### src/rtl/arc4_encrypt.sv
// -----------------------------------------------------------------------------
// arc4_encrypt
//   ARC4 encryption engine. On an accepted start it:
//     1. initialises the external S memory to the identity permutation,
//     2. runs the key-scheduling pass using a 24-bit (3-byte) key,
//     3. reads the length byte L from plaintext memory and copies it to ct[0],
//     4. generates L keystream bytes and writes ct[k] = pt[k] ^ pad.
//   One memory access per cycle, every read is issued, waited on, then used.
//
// Ports
//   clk, rst        single clock, synchronous active-high reset
//   en / rdy        start request, accepted only while rdy=1
//   key[23:0]       key bytes {k0,k1,k2}; latched when en is accepted
//   s_*             S memory port (256x8), 1-cycle read latency
//   pt_addr/rddata  plaintext memory read port, 1-cycle read latency
//   ct_*            ciphertext memory write port
// All memory-facing outputs are registered.
// -----------------------------------------------------------------------------
module arc4_encrypt (
    input  logic        clk,
    input  logic        rst,
    input  logic        en,
    output logic        rdy,
    input  logic [23:0] key,
    output logic [7:0]  s_addr,
    output logic [7:0]  s_wrdata,
    output logic        s_wren,
    input  logic [7:0]  s_rddata,
    output logic [7:0]  pt_addr,
    input  logic [7:0]  pt_rddata,
    output logic [7:0]  ct_addr,
    output logic [7:0]  ct_wrdata,
    output logic        ct_wren
);

    typedef enum logic [4:0] {
        S_IDLE,
        S_INIT,
        S_KA, S_KB, S_KC, S_KD, S_KE, S_KF,
        S_LA, S_LB, S_LC,
        S_PA, S_PB, S_PC, S_PD, S_PE, S_PF, S_PG, S_PH, S_PI,
        S_DONE
    } state_t;

    state_t      state_q, state_d;
    logic        rdy_q, rdy_d;
    logic [23:0] key_q, key_d;
    logic [7:0]  i_q, i_d;
    logic [7:0]  j_q, j_d;
    logic [7:0]  k_q, k_d;
    logic [1:0]  kidx_q, kidx_d;      // i mod 3, tracked alongside i during KSA
    logic [7:0]  len_q, len_d;
    logic [7:0]  si_q, si_d;          // S[i] as read before the swap
    logic [7:0]  sj_q, sj_d;          // S[j] as read before the swap
    logic [7:0]  ptb_q, ptb_d;        // plaintext byte for the current k
    logic [7:0]  s_addr_q, s_addr_d;
    logic [7:0]  s_wrdata_q, s_wrdata_d;
    logic        s_wren_q, s_wren_d;
    logic [7:0]  pt_addr_q, pt_addr_d;
    logic [7:0]  ct_addr_q, ct_addr_d;
    logic [7:0]  ct_wrdata_q, ct_wrdata_d;
    logic        ct_wren_q, ct_wren_d;

    logic [7:0]  key_byte;
    logic [7:0]  ksa_j;

    always_comb begin
        case (kidx_q)
            2'd0:    key_byte = key_q[23:16];
            2'd1:    key_byte = key_q[15:8];
            default: key_byte = key_q[7:0];
        endcase
    end

    // Sum truncates to 8 bits: all index arithmetic is modulo 256.
    assign ksa_j = j_q + s_rddata + key_byte;

    always_comb begin
        state_d     = state_q;
        rdy_d       = rdy_q;
        key_d       = key_q;
        i_d         = i_q;
        j_d         = j_q;
        k_d         = k_q;
        kidx_d      = kidx_q;
        len_d       = len_q;
        si_d        = si_q;
        sj_d        = sj_q;
        ptb_d       = ptb_q;
        s_addr_d    = s_addr_q;
        s_wrdata_d  = s_wrdata_q;
        s_wren_d    = 1'b0;           // write strobes are single-cycle
        pt_addr_d   = pt_addr_q;
        ct_addr_d   = ct_addr_q;
        ct_wrdata_d = ct_wrdata_q;
        ct_wren_d   = 1'b0;

        case (state_q)
            S_IDLE: begin
                if (en) begin
                    key_d   = key;
                    rdy_d   = 1'b0;
                    i_d     = 8'd0;
                    state_d = S_INIT;
                end
            end

            // S[i] = i; i wraps to 0 after 255, ready for KSA.
            S_INIT: begin
                s_addr_d   = i_q;
                s_wrdata_d = i_q;
                s_wren_d   = 1'b1;
                i_d        = i_q + 8'd1;
                if (i_q == 8'hFF) begin
                    j_d     = 8'd0;
                    kidx_d  = 2'd0;
                    state_d = S_KA;
                end
            end

            // KSA: read S[i], read S[j], write S[i]=sj, write S[j]=si.
            S_KA: begin
                s_addr_d = i_q;
                state_d  = S_KB;
            end
            S_KB: state_d = S_KC;
            S_KC: begin
                si_d     = s_rddata;
                j_d      = ksa_j;
                s_addr_d = ksa_j;
                state_d  = S_KD;
            end
            S_KD: state_d = S_KE;
            S_KE: begin
                sj_d       = s_rddata;
                s_addr_d   = i_q;
                s_wrdata_d = s_rddata;
                s_wren_d   = 1'b1;
                state_d    = S_KF;
            end
            S_KF: begin
                s_addr_d   = j_q;
                s_wrdata_d = si_q;
                s_wren_d   = 1'b1;
                i_d        = i_q + 8'd1;
                kidx_d     = (kidx_q == 2'd2) ? 2'd0 : kidx_q + 2'd1;
                state_d    = (i_q == 8'hFF) ? S_LA : S_KA;
            end

            // Length byte: read pt[0], mirror it into ct[0].
            S_LA: begin
                pt_addr_d = 8'd0;
                state_d   = S_LB;
            end
            S_LB: state_d = S_LC;
            S_LC: begin
                len_d       = pt_rddata;
                ct_addr_d   = 8'd0;
                ct_wrdata_d = pt_rddata;
                ct_wren_d   = 1'b1;
                i_d         = 8'd0;
                j_d         = 8'd0;
                k_d         = 8'd1;
                state_d     = (pt_rddata == 8'd0) ? S_DONE : S_PA;
            end

            // PRGA, one keystream byte per pass; pt[k] is fetched in
            // parallel with S[i].
            S_PA: begin
                i_d       = i_q + 8'd1;
                s_addr_d  = i_q + 8'd1;
                pt_addr_d = k_q;
                state_d   = S_PB;
            end
            S_PB: state_d = S_PC;
            S_PC: begin
                si_d     = s_rddata;
                ptb_d    = pt_rddata;
                j_d      = j_q + s_rddata;
                s_addr_d = j_q + s_rddata;
                state_d  = S_PD;
            end
            S_PD: state_d = S_PE;
            S_PE: begin
                sj_d       = s_rddata;
                s_addr_d   = i_q;
                s_wrdata_d = s_rddata;
                s_wren_d   = 1'b1;
                state_d    = S_PF;
            end
            S_PF: begin
                s_addr_d   = j_q;
                s_wrdata_d = si_q;
                s_wren_d   = 1'b1;
                state_d    = S_PG;
            end
            // After the swap S[i]=sj and S[j]=si, so their sum is si+sj
            // regardless of order; no re-read needed.
            S_PG: begin
                s_addr_d = si_q + sj_q;
                state_d  = S_PH;
            end
            S_PH: state_d = S_PI;
            S_PI: begin
                ct_addr_d   = k_q;
                ct_wrdata_d = ptb_q ^ s_rddata;
                ct_wren_d   = 1'b1;
                k_d         = k_q + 8'd1;
                state_d     = (k_q == len_q) ? S_DONE : S_PA;
            end

            S_DONE: begin
                rdy_d   = 1'b1;
                state_d = S_IDLE;
            end

            default: state_d = S_IDLE;
        endcase
    end

    always_ff @(posedge clk) begin
        if (rst) begin
            state_q     <= S_IDLE;
            rdy_q       <= 1'b1;
            key_q       <= '0;
            i_q         <= '0;
            j_q         <= '0;
            k_q         <= '0;
            kidx_q      <= '0;
            len_q       <= '0;
            si_q        <= '0;
            sj_q        <= '0;
            ptb_q       <= '0;
            s_addr_q    <= '0;
            s_wrdata_q  <= '0;
            s_wren_q    <= 1'b0;
            pt_addr_q   <= '0;
            ct_addr_q   <= '0;
            ct_wrdata_q <= '0;
            ct_wren_q   <= 1'b0;
        end else begin
            state_q     <= state_d;
            rdy_q       <= rdy_d;
            key_q       <= key_d;
            i_q         <= i_d;
            j_q         <= j_d;
            k_q         <= k_d;
            kidx_q      <= kidx_d;
            len_q       <= len_d;
            si_q        <= si_d;
            sj_q        <= sj_d;
            ptb_q       <= ptb_d;
            s_addr_q    <= s_addr_d;
            s_wrdata_q  <= s_wrdata_d;
            s_wren_q    <= s_wren_d;
            pt_addr_q   <= pt_addr_d;
            ct_addr_q   <= ct_addr_d;
            ct_wrdata_q <= ct_wrdata_d;
            ct_wren_q   <= ct_wren_d;
        end
    end

    assign rdy       = rdy_q;
    assign s_addr    = s_addr_q;
    assign s_wrdata  = s_wrdata_q;
    assign s_wren    = s_wren_q;
    assign pt_addr   = pt_addr_q;
    assign ct_addr   = ct_addr_q;
    assign ct_wrdata = ct_wrdata_q;
    assign ct_wren   = ct_wren_q;

endmodule

### config.mk
export PLATFORM = sky130hd
export DESIGN_NAME = arc4_encrypt
export DESIGN_NICKNAME = d
export VERILOG_FILES = /design/src/rtl/arc4_encrypt.sv
export SDC_FILE = /design/constraint.sdc
export NUM_CORES = 1
export LEC_CHECK = 0
export ABC_AREA = 1
export CAP_MARGIN = 15
export CORE_UTILIZATION = 50
export CTS_BUF_LIST = sky130_fd_sc_hd__clkbuf_8 sky130_fd_sc_hd__clkbuf_16
export DETAILED_ROUTE_END_ITERATION = 6
export GPL_ROUTABILITY_DRIVEN = 1
export MAX_ROUTING_LAYER = met4
export PLACE_DENSITY = 0.73
export SYNTH_ARGS = -nofsm -noshare
export SYNTH_HDL_FRONTEND = slang
export SYNTH_SLANG_ARGS = --single-unit
### constraint.sdc
create_clock -name clk -period 8.1 [get_ports clk]
set_clock_uncertainty 0.1 [all_clocks]
set_input_delay 0.81 -clock clk [delete_from_list [all_inputs] [get_ports clk]]
set_output_delay 0.81 -clock clk [all_outputs]
set_load 0.02 [all_outputs]
# Word level (Yosys, flattened, before mapping)
# Index checks and enable logic that the tools add are counted.
# W data, S select, Z words.
[totals]
ff_bits = 130
latchBits = 0
ram_bits = 0
rom_bits = 0
in_bits = 43
out_inout_bits = 43
wordCells = 99
memories = 0
[op_classes]
add_sub_neg = 6
n_mul = 0
div_mod_pow = 0
n_lt_le_gt_ge = 0
eq_ne = 26
shift = 0
n_mux = 24
n_bitwise = 1
reduce_logical = 24
[ops]
columns = ["op", "n"]
rows = [
  ["$pmux W5 S20", 1],
  ["$pmux W8 S2", 5],
  ["$pmux W8 S3", 2],
  ["$pmux W8 S6", 1],
  ["$eq A5 B4 Y1 const B", 8],
  ["$pmux W8 S4", 1],
  ["$eq A5 B5 Y1 const B", 5],
  ["$add A8 B8 Y8", 3],
  ["$eq A5 B3 Y1 const B", 4],
  ["$mux W5", 4],
  ["$add A8 B1 Y8 const B", 2],
  ["$mux W8", 2],
  ["$reduce_and A2 Y1", 6],
  ["$eq A5 B2 Y1 const B", 2],
  ["$eq A8 B8 Y1", 1],
  ["$eq A8 B8 Y1 const B", 1],
  ["$logic_not A8 Y1", 1],
  ["$reduce_bool A2 Y1", 4],
  ["$reduce_or A2 Y1", 4],
  ["$xor A8 B8 Y8", 1],
  ["$reduce_bool A3 Y1", 2],
  ["$reduce_bool A6 Y1", 1],
  ["$eq A5 B1 Y1 const B", 1],
  ["$logic_not A5 Y1", 1],
  ["other kinds (14)", 18],
]

# Longest topological paths before layout
# Gate-level depths: netlist (run 1).
[logic_depth]
word_depth = 4
ltp_mapped = 18

# Worst setup path after synthesis (run 1)
# OpenSTA, ideal clock, no wires.
[synth_path]
kind = "input to register"
from = "in s_rddata[0]"
to = "reg s_addr_q[7], in the netlist s_addr[7]"
arrival_time_ns = 2.824
required_ns = 7.872
slack_ns = 5.049
stages = 17
path_cell_list = "ha_1 inv_1 fa_1 inv_1 nand4_1 nand3_1 nand2_1 and2_1 ha_1 a21oi_1 o21ai_0 a21oi_1 nand3_1 nand2_1 nor2_1 nor2_1 nor2_1"
[synth_between]
elab_chain_cells = 3
[synth_lines]
columns = ["element", "line", "text"]
rows = [
  ["start: declaration", "28", "input logic [7:0] s_rddata,"],
  ["$add A8 B8 Y8 (*)", "76, 180", ""],
  ["$add A8 B8 Y8", "76", "assign ksa_j = j_q + s_rddata + key_byte;"],
  ["$pmux W8 S6 (*)", "98", "case (state_q)"],
  ["end signal: assignment", "253", "s_addr_q <= s_addr_d;"],
  ["end: declaration", "56", "logic [7:0] s_addr_q, s_addr_d;"],
]
# Every way passes the cells marked *; elsewhere a longest branch is shown, timed or not.
# A chain may end at the register's enable or synchronous reset.

# Worst setup path in the final report (run 1)
# Ends and elaborated chain as after synthesis.

==> impl.org, run 1 <==
** Power
- IR analysis of the VDD net gives a maximum drop of 0.000195 V.
- In this run the static leakage power is 3.63 nW.
- PD cells :: 229 mW/mm²

** Synthesis
- Warning count from the yosys run :: 0
- In the synthesized netlist the async set-or-reset flop fraction comes to 0.
- The synthesized design contains 0 enable-type register cells.
- Number of storage elements in the synthesis netlist :: 130
- The synthesized netlist occupies a cell area of 0.00704 mm².
- Among all flip-flop cells after synthesis, the most frequent one is dfxtp_1.
- The netlist uses 48 different library cells.
- Net count after synthesis :: 1,052
- Proportion of synthesized chip area in sequential cells :: 0.369
- Cells after synthesis :: 983
- Averaged over all synthesized cells, the footprint is 7.17 µm².

** Drt
- The detailed router finished its first iteration with 541 violations.
- The detailed router placed 6,853 vias in this run.
- Average wire per standard cell :: 15.4 µm
- First-pass iteration count of the detailed router :: 5
- After detailed routing, the number of remaining DRC violations is 0.
- Vias per std cell :: 5.49
- Wires add up to 19.3 mm.
- The count of nets left with antenna violations once routing finished came out at 0.

** Global route
- Entering global routing, the biggest net connects 59 pins.
- The number of antenna violations at the first check in global routing was 0.
- The number of global-route vias before repair came to 6,243.
- Remaining global-route overflow :: 0
- Global-route wire length before repair :: 31.2 mm
- In the global route stage, overall resource usage came out at 0.284.

** STA
- Timing would allow up to 0.282 GHz.
- Summed over all failing endpoints, the final setup total negative slack is 0 ns.
- Setup violations remaining at the end of the flow were counted as 0.
- Measured slew at the worst slew-check pin :: 0.943 ns
- Final worst path period need :: 3.54 ns
- The number of hold violations in the final report is 0.
- Dividing the final minimum period by the clock period gives 0.438.
- The number of pins with negative max-slew slack in the final report is 0.
- Worst slew margin :: 0.371
- Setup repair after global routing left no endpoint under its margin.

** Placement
- HPWL after DPL :: 14.0 mm
- Final weighted congestion in routability-driven placement :: 1.00
- The number of placed instances, taps included, is 1,217.
- The count of buffers added on input and output ports is 85.

** Die
- Area inside the core boundary :: 0.0138 mm²
- Site Rows :: 43
- Top Ports :: 86
- The initial utilization of the core area, before any placement, comes to 0.509.
- Die extent in x :: 121 µm
- From bottom edge to top edge, the die measures 121 µm.
- Total die area :: 0.0146 mm²

** Clock network
- TritonCTS built the clock tree.
- TritonCTS buffer count :: 17
- After clock tree synthesis, the setup repair step added 0 buffers.
- H-tree level count :: 4
- # clock sinks :: 130
- Clock-pin slew was measured on the worst setup and hold paths at 0.06 ns.
- Number of cells upsized or downsized after cts :: 0
- CTS Root Buffer Type :: clkbuf_16
- Clock latency on the worst-skew pair :: 0.43 ns
- For this design, the CTS-stage hold fixing added 0 buffers.
- In this run the deepest clock path goes through 2 buffers.

** Setup path
- STA puts the critical path data arrival time at 3.74 ns.
- Worst-path cell with the longest stage delay :: clkdlybuf4s50_1
- The critical path contains buffers and inverters numbering 4 combined.
- Data on the critical path is required at its endpoint by 8.30 ns.
- Among cell families on the critical path, the largest total delay comes from adder cells.
- The setup path with the least slack is of type in -> reg.
- Setup slack on the worst reg-to-reg path comes out at 5.22 ns.
- Critical path endpoint category :: flip-flop
- Critical path fanouts, max :: 5
- The signal on the critical path passes through clkdlybuf4s50_1, ha_1, inv_1, fa_1, inv_1, nand3_1, nand2_1, xnor2_1, inv_1, ha_1, a21oi_1, o21ai_0, a21oi_1, nand3_1, nand2_1, nor2_1, nor2_1, nor2_1.
- Delay of the slowest cell on the worst path :: 0.61 ns
- Crit start category :: primary input

** Layout
- Of the cells placed in the final design, the portion with a size suffix greater than 1 is 0.0908.
- 0 antenna diodes ended up in the layout.
- In the final design database the tool counted 1,125 nets.
- From synthesis to final layout, the design area changed by 21.7%.
- Final std cells w/o fill :: 1,248

** Worst hold path
- Path type of the worst min-delay path :: reg -> reg

** Outcome
- The flow ran to the end, and the final reports show no timing, DRC or antenna violations.

** Job
- Max-cap violations in this run came to 0.
[power by group]
part           leakage [nW]  internal, W  switching [W]  total, W
Combinational          2.28     0.000162       0.000276  0.000438
Clock                 0.293     0.000502       0.000286  0.000788
Sequential             1.06     0.000697      0.0000396  0.000736
[per-stage QoR]
stage | power (W) | hold slack (ns) | setup slack, ns | cell area [µm²] | util
after floorplan | 0.00104 | 0.330 | 5.05 | 7040 | -
after global placement | 0.00117 | 0.348 | 4.18 | 7970 | 0.576
after detailed placement | 0.00118 | 0.349 | 4.12 | 7970 | 0.576
after CTS | 0.00196 | 0.357 | 4.57 | 8570 | 0.620
after global routing | 0.00204 | 0.377 | 4.25 | 8570 | 0.620
final | 0.00196 | 0.356 | 4.56 | 8570 | 0.620
[cells in the final DEF (no fill, tap or decap), types with 2 or more instances in the layout]
cell type,count
a211oi_1,4
o211ai_1,4
xor2_1,7
o21ai_1,14
nor2_8,3
nand3b_1,2
nor2_4,5
o21ai_0,74
o221ai_1,2
inv_4,5
nor3_1,5
clkbuf_8,3
o221ai_2,6
clkbuf_16,17
nand2_4,6
nand3_1,44
dfxtp_1,130
nor2_2,5
clkdlybuf4s50_1,84
a41oi_1,3
buf_4,2
clkinv_2,3
nand3_4,5
a31oi_1,12
nand2_1,217
a21oi_1,86
bufinv_16,3
o21a_1,2
o22ai_1,8
fa_1,3
nor2_1,118
nand4_1,23
inv_2,11
nand2_2,6
clkinvlp_4,4
or2_2,5
xnor2_1,12
ha_1,23
inv_1,90
[cell usage after synthesis (6+ instances only)]
| cell type | number | area share |
|---|---|---|
| a21oi_1 | 86 | 0.061 |
| a31oi_1 | 12 | 0.011 |
| buf_2 | 9 | 0.0064 |
| clkbuf_1 | 19 | 0.010 |
| dfxtp_1 | 130 | 0.37 |
| ha_1 | 23 | 0.041 |
| inv_1 | 88 | 0.047 |
| inv_2 | 11 | 0.0059 |
| nand2_1 | 217 | 0.12 |
| nand2_2 | 6 | 0.0053 |
| nand2_4 | 6 | 0.0096 |
| nand3_1 | 44 | 0.031 |
| nand4_1 | 23 | 0.020 |
| nor2_1 | 118 | 0.063 |
| o21ai_0 | 74 | 0.053 |
| o21ai_1 | 14 | 0.0099 |
| o221ai_2 | 6 | 0.013 |
| o22ai_1 | 8 | 0.0071 |
| xnor2_1 | 12 | 0.015 |
| xor2_1 | 7 | 0.0087 |
[logic make-up after synthesis]
logic type,synth area share
buffers and inverters,0.0819
DFF,0.369
xor gates and xnor gates,0.0236
and+or+nand+nor,0.294
adders and majority gates,0.0494
AOI/OAI and AO/OA,0.182
[registers in the layout, summed over array words and instances, names as in the netlist]
signal     cells
key_q         24
ct_addr        8
ct_wrdata      8
i_q            8
j_q            8
k_q            8
len_q          8
pt_addr        8
ptb_q          8
s_addr         8
s_wrdata       8
si_q           8
sj_q           8
state_q        5
kidx_q         2
ct_wren        1
rdy            1
s_wren         1
[metal layers]
metal | wire length, µm | share of wire | GRT usage | vias to the layer above
met3 | 1350 | 0.070 | 0.0542 | 48
li1 | - | - | - | 3409
met4 | 573 | 0.030 | 0.112 | 0
met2 | 8500 | 0.44 | 0.429 | 264
met1 | 8850 | 0.46 | 0.374 | 3132
met5 | 0 | 0 | - | -
[worst reg2reg max path, delay by kind of cell, from the launching register on]
kind / cells / cell delay, ns
AO/OA/AOI/OAI: 3 / 0.51
XOR/XNOR: 1 / 0.12
adder cells (fa/ha/maj): 3 / 0.90
buffers and inverters: 3 / 0.23
flip-flops: 1 / 0.36
AND/OR/NAND/NOR: 7 / 0.52
[final cells by class]
type / count / area, µm²
tap: 180 / 225
clock inverter: 11 / 138
sequential: 130 / 2600
timing repair buffer: 87 / 861
clock buffer: 20 / 467
inverter: 106 / 412
fill: 1264 / 5260
multi-input combinational: 714 / 3860
[final timing paths]
kind | end | from | cells past startpoint
max | s_addr[7] | s_rddata[0] | 18
min | key_q[23] | key_q[23] | 2
max reg2reg | s_addr[7] | j_q[0] | 17
min reg2reg | key_q[23] | key_q[23] | 2
Note: power is estimated with default switching activity, not from simulation.
==> inputs of run 2 (changes only) <==
PLACE_DENSITY = 0.76   (was 0.73)
clock period = 3.2 ns   (was 8.1 ns; I/O delays follow)
==> run 2 against run 1 <==
Net effect:
- die area did not move
- critical path depth did not move
- critical path type unchanged
- count of clock-buffer cells in the layout did not move
- hold slack improved by 0.0056 ns
- power rose by 150%
- cell area rose by 1.3%
==> impl.org, run 2 (same netlist as run 1, synthesis figures left out) <==
** Setup path
- Counting both buffers and inverters, the worst setup path holds a total of 4.
- Crit start category :: primary input
- Cell count along the critical path :: 18
- In this run the critical register-to-register path is captured at s_addr[7].
- Critical path arrival :: 3.08 ns
- Setup CP Type :: in -> reg
- Worst R2R Start :: j_q[0]
- The cell family contributing the most delay on the critical path is adder cells.
- The slowest stage of the critical path belongs to the cell clkdlybuf4s50_1.
- Cell-by-cell trace of the critical path :: clkdlybuf4s50_1, ha_1, inv_1, fa_1, inv_1, nand3_1, nand2_1, xnor2_1, inv_1, ha_1, a21oi_1, o21ai_0, a21oi_1, nand3_1, nand2_1, nor2_1, nor2_1, nor2_1
- Req. time, crit path :: 3.39 ns
- The worst register-to-register path has a depth of 17.
- Critical path endpoint category :: flip-flop
- Delay of the slowest cell on the worst path :: 0.52 ns
- Slack of the worst reg-to-reg path :: 0.34 ns
- In this run the worst path has a maximum fanout of 4.

** Die
- The initial utilization of the core area, before any placement, comes to 0.509.
- In this run the standard cell core region covers 0.0138 mm².
- Measured along the x axis, the die boundary spans 121 µm.
- Die Ht :: 121 µm
- Top Ports :: 86
- Site Rows :: 43
- Total die area :: 0.0146 mm²

** STA
- The number of hold violations in the final report was 0.
- Setup violations remaining at the end of the flow were counted as 0.
- Final worst path period need :: 2.89 ns
- Share of the clock period used by the worst path after layout :: 0.904
- In this run the tightest slew margin relative to its limit is 0.506.
- Unrepaired setup endpoints after global routing :: false
- Measured slew at the worst slew-check pin :: 0.737 ns
- Max-slew violation total from the final report :: 0
- Timing would allow up to 0.346 GHz.
- For the final routed database, the setup TNS stands at 0 ns.

** Power
- Summing internal, switching and leakage power gives 0.00490 W.
- Peak ir drop on the vdd network :: 0.000372 V
- In this run the static leakage power is 3.71 nW.
- PD cells :: 564 mW/mm²

** Layout
- The register with the most flip-flops in the layout has 24 of them.
- Antenna cell count :: 0
- Leading cell types in the layout, fill and taps excluded :: nand2_1, dfxtp_1, nor2_1
- Final cell area excluding filler cells :: 0.00868 mm²
- Layout Area Growth over Synthesis :: 23.3%
- Filler instances :: 1,204
- More flip-flops sit in one register than any other, and that register is key_q.
- For this run, the post-layout net count is 1,144.
- Most common cell after layout, fill and taps aside :: nand2_1
- Of the cells placed in the final design, the portion with a size suffix greater than 1 is 0.108.

** Clock network
- Number of cells upsized or downsized after cts :: 0
- CTS built an H-tree with a depth of 4.
- Clock tree synthesis found a total of 130 sinks.
- Hold repair after CTS inserted 0 buffers.
- Post-CTS timing repair inserted 0 buffers for setup.
- Clock tree synthesis selected as its root buffer the cell clkbuf_16.
- Clock-pin slew was measured on the worst setup and hold paths at 0.06 ns.
- Clock latency on the worst-skew pair, taken at its later pin, is 0.43 ns.
- In this run, CTS created clock tree buffers numbering 17.
- Buffers from clock root to sink, at most :: 2
- TritonCTS clock tree :: yes

** Job
- Across the run, the number of max-cap violations was 0.

** Worst hold path
- For hold timing, the worst endpoint is pt_addr[6].
- Critical hold path startpoint :: pt_addr[6]
- Path type of the worst min-delay path :: reg -> reg
- Number of cells traversed by the worst hold path :: 2

** Placement
- Routability-driven placement finished with a final weighted congestion of 0.993.
- Detailed placement finished with a half-perimeter wire length of 14.4 mm.
- In this run the tool buffered the top-level ports with 85 buffer cells.
- Once placement finished, the instance area stood at 0.00811 mm².

** Global route
- Global Route Usage Sum :: 0.298
- Number of antenna violations at the first check in global routing :: 0
- Remaining global-route overflow :: 0
- Entering global routing, the biggest net connects 74 pins.
- The number of global-route vias before repair is 6,543.
- Global-route wire length before repair :: 32.6 mm

** Drt
- Vias :: 6,970
- Vias per std cell :: 5.50
- First-pass iteration count of the detailed router :: 6
- Average wire per standard cell :: 15.9 µm
- After detailed routing, the number of remaining DRC violations is 0.
- Total length of routed wires :: 20.1 mm
- Routed Antenna Nets :: 0
- DRT iter0 DRCs :: 558

** Outcome
- The flow ran to the end, and the final reports show no timing, DRC or antenna violations.
run 2: cell count changes in the layout (fill, tap and decap cells not counted):
cell | previous run | this run
clkinv_4 | 0 | 3
inv_1 | 90 | 89
bufinv_16 | 3 | 1
inv_6 | 0 | 1
buf_4 | 2 | 21
run 2: power breakdown:
group | internal (W) | switching (W)
clock network | 0.00113 | 0.000750
logic | 0.000441 | 0.000715
registers | 0.00176 | 0.000101
run 2: area by class of cell:
| class | instances | area [µm²] | area share |
|---|---|---|---|
| repair buffers | 106 | 1000 | 0.116 |
| inverters | 106 | 412 | 0.0474 |
| well taps | 180 | 225 | 0.0259 |
| clock buffers | 20 | 467 | 0.0537 |
| flip-flops and latches | 130 | 2600 | 0.300 |
| multi-input cells | 714 | 3860 | 0.445 |
| clock inverters | 12 | 109 | 0.0125 |
run 2: through the flow:
step	util	instances	worst slack, ns	hold WS [ns]
CTS	0.628	1268	0.311	0.361
detailed placement	0.586	1236	-0.123	0.352
finish	0.628	1268	0.308	0.361
floorplan	-	983	0.619	0.330
global route	0.628	1268	0.00384	0.374
global placement	0.586	1236	-0.0842	0.348
run 2: worst max-delay path by stage:
stage / startpoint / end / slack, ns
5_1_grt: s_rddata[0] / s_addr[7] / 0.004
2_1_floorplan: j_q[0] / s_addr[7] / 0.62
3_3_place_gp: s_rddata[0] / s_addr[7] / -0.08
3_5_place_dp: s_rddata[0] / s_addr[7] / -0.12
6_report: s_rddata[0] / s_addr[7] / 0.31
4_1_cts: s_rddata[0] / s_addr[7] / 0.31
run 2: tightest hold or removal path, cell delays in order, from the launching register on:
cell and delay [ns]:
dfxtp_1 0.31, nand2_1 0.06, a21oi_1 0.05
run 2: routing by layer:
metal,GRT usage,vias up,routed length (µm)
li1,-,3467,-
met5,-,-,0
met4,0.147,0,738
met1,0.370,3169,8870
met2,0.458,285,9150
met3,0.0660,49,1350
==> inputs of run 3 (changes only) <==
SETUP_SLACK_MARGIN = 0.2   (was default)
==> run 3 against run 2 <==
Net effect:
- wire length hardly changed
- flip-flop and latch count stayed put
- critical path type unchanged
- highest routed layer unchanged
- largest cell class unchanged
- setup slack better by 0.12 ns
==> impl.org, run 3 (same netlist as run 1, synthesis figures left out) <==
** Outcome
- Run status :: finished, final reports clean

** Worst hold path
- Hold Crit Endpoint :: pt_addr[6]
- Number of cells traversed by the worst hold path :: 2
- Critical hold path startpoint :: pt_addr[6]
- Path type of the worst min-delay path :: reg -> reg

** STA
- Share of the clock period used by the worst path after layout :: 0.866
- At the pin with the least slew margin, the transition time is 0.755 ns.
- Max Fclk :: 0.361 GHz
- Setup repair after global routing left no endpoint under its margin.
- Measured against its own limit, the worst slew margin works out to 0.494.
- Max-slew violation total from the final report :: 0
- Final worst path period need :: 2.77 ns
- Final setup vio count :: 0
- Final hold vios :: 0

** Clock network
- The clock passes through at most 2 buffers.
- In this run the number of H-tree levels came out at 4.
- Clock-pin slew was measured on the worst setup and hold paths at 0.06 ns.
- # clock sinks :: 130
- Post-CTS Setup Bufs :: 0
- TritonCTS created 17 clock buffers.
- Clock latency on the worst-skew pair :: 0.43 ns
- TritonCTS clock tree :: yes
- CTS Root Buffer Type :: clkbuf_16

** Layout
- Largest register by flop count :: key_q
- At the end of the flow, the number of nets in the layout was 1,144.
- The layout has 1,201 filler cells.
- Layout cells sized above 1 :: 0.111
- Layout Area Growth over Synthesis :: 23.4%
- The library cell used most frequently in the layout, excluding fill and tap cells, is nand2_1.
- Leading cell types in the layout, fill and taps excluded :: nand2_1, dfxtp_1, nor2_1
- Final std cells w/o fill :: 1,268
- Max FFs per register :: 24
- The number of antenna diodes in the final layout is 0.

** Die
- Site Rows :: 43
- Die Ht :: 121 µm
- Top Ports :: 86
- The floorplan step set the die width to 121 µm.
- Total die area :: 0.0146 mm²
- Initial Utilization :: 0.509
- The region available for standard cell placement spans 0.0138 mm².

** Placement
- Final weighted congestion in routability-driven placement :: 0.993
- Count of buffers inserted at the top-level ports :: 85
- HPWL after DPL :: 14.4 mm
- Number of placed instances with taps included :: 1,236

** Setup path
- The number of cells on the worst reg-to-reg path is 16.
- The worst setup path is launched from a primary input.
- Data on the critical path arrives at its endpoint at 3.03 ns.
- Worst-path cell with the longest stage delay :: clkdlybuf4s50_1
- The largest single stage delay on the critical path is 0.52 ns.
- The worst setup path is captured at a flip-flop.
- The signal on the critical path passes through clkdlybuf4s50_1, ha_1, inv_1, fa_2, inv_2, nand3_1, nand2_1, xnor2_1, inv_1, ha_1, a21oi_1, o21ai_1, buf_4, a21o_1, nand2_1, nand3_1, a21oi_1.
- In this run the critical register-to-register path is launched from j_q[0].
- Data on the critical path is required at its endpoint by 3.46 ns.
- The worst register-to-register path ends at j_q[7].
- Setup CP Type :: in -> reg
- Critical path fanouts, max :: 4
- Slack of the worst reg-to-reg path :: 0.46 ns

** Job
- # Max-Cap Violations :: 0

** Global route
- The first global-routing pass estimated 32.6 mm of wire.
- Entering global routing, the biggest net connects 74 pins.
- For this run the aggregate overflow at the end of global routing stands at 0.
- The number of global-route vias before repair came to 6,543.
- For this run, the total global-route usage over all layers was measured as 0.298.
- Number of antenna violations at the first check in global routing :: 0

** Drt
- The first detailed-routing pass took 6 iterations.
- In the routed design, unresolved DRC markers number 0.
- For this block, the routed nets add up to 20.1 mm of wire.
- Routed Antenna Nets :: 0
- DRT iter0 DRCs :: 548
- After detailed routing, the average wire length per cell comes to 15.8 µm.
- Vias per std cell :: 5.48
- The routed layout has 6,944 vias.

** Power
- PD cells :: 564 mW/mm²
- Sum of internal, switching and leakage power :: 0.00490 W
- Peak ir drop on the vdd network :: 0.000371 V
- For this design the static power due to leakage is 3.70 nW.
run 3: cell counts in the layout (fill, tap and decap cells not counted):
Identical to the previous run, type by type.
run 3: cell type report:
cell class / count / area (µm²) / share of cell area
clock buffer: 20 / 467 / 0.0537
clock inverter: 12 / 109 / 0.0125
inverter: 106 / 412 / 0.0474
multi-input combinational: 714 / 3870 / 0.446
sequential: 130 / 2600 / 0.299
tap: 180 / 225 / 0.0259
timing repair buffer: 106 / 1000 / 0.115
run 3: power breakdown:
part           internal, W  switching, W  leakage, nW  total (W)
sequential         0.00176      0.000101         1.06    0.00186
clock              0.00113      0.000750        0.276    0.00188
combinational     0.000443      0.000717         2.37    0.00116
total              0.00333       0.00157         3.70    0.00490
run 3: how the worst max path moves through the flow:
stage	start	endpoint	slack [ns]	cells past startpoint
global route	s_rddata[0]	s_addr[7]	0.21	18
finish	s_rddata[0]	j_q[7]	0.43	17
floorplan	j_q[0]	s_addr[7]	0.62	17
global placement	s_rddata[0]	s_addr[7]	-0.08	18
CTS	s_rddata[0]	s_addr[7]	0.31	18
detailed placement	s_rddata[0]	s_addr[7]	-0.12	18
run 3: routing by layer:
layer | routed length, µm | global-route usage | part of all wire
met2 | 9130 | 0.458 | 0.45
met3 | 1280 | 0.0660 | 0.064
met5 | 0 | - | 0
met4 | 706 | 0.147 | 0.035
met1 | 8970 | 0.370 | 0.45
run 3: worst max-delay path, delay by kind of cell:
family / cells / cell delay (ns)
AOI/OAI and AO/OA: 4 / 0.61
xor gates and xnor gates: 1 / 0.12
and+or+nand+nor: 4 / 0.26
buffers and inverters: 5 / 0.87
adders and majority gates: 3 / 0.84
run 3: timing repair:
action,in CTS,in global routing
setup endpoints to repair,0,6
hold buffers,0,0
gates resized for setup,0,4
run 3: through the flow:
step / setup slack, ns / hold WS (ns) / utilization / setup TNS, ns / cell area (µm²)
global placement: -0.0842 / 0.348 / 0.586 / -0.0937 / 8110
detailed placement: -0.123 / 0.352 / 0.586 / -0.253 / 8110
CTS: 0.311 / 0.361 / 0.628 / 0 / 8680
floorplan: 0.619 / 0.330 / - / 0 / 7040
finish: 0.429 / 0.361 / 0.628 / 0 / 8690
global route: 0.210 / 0.374 / 0.628 / 0 / 8690
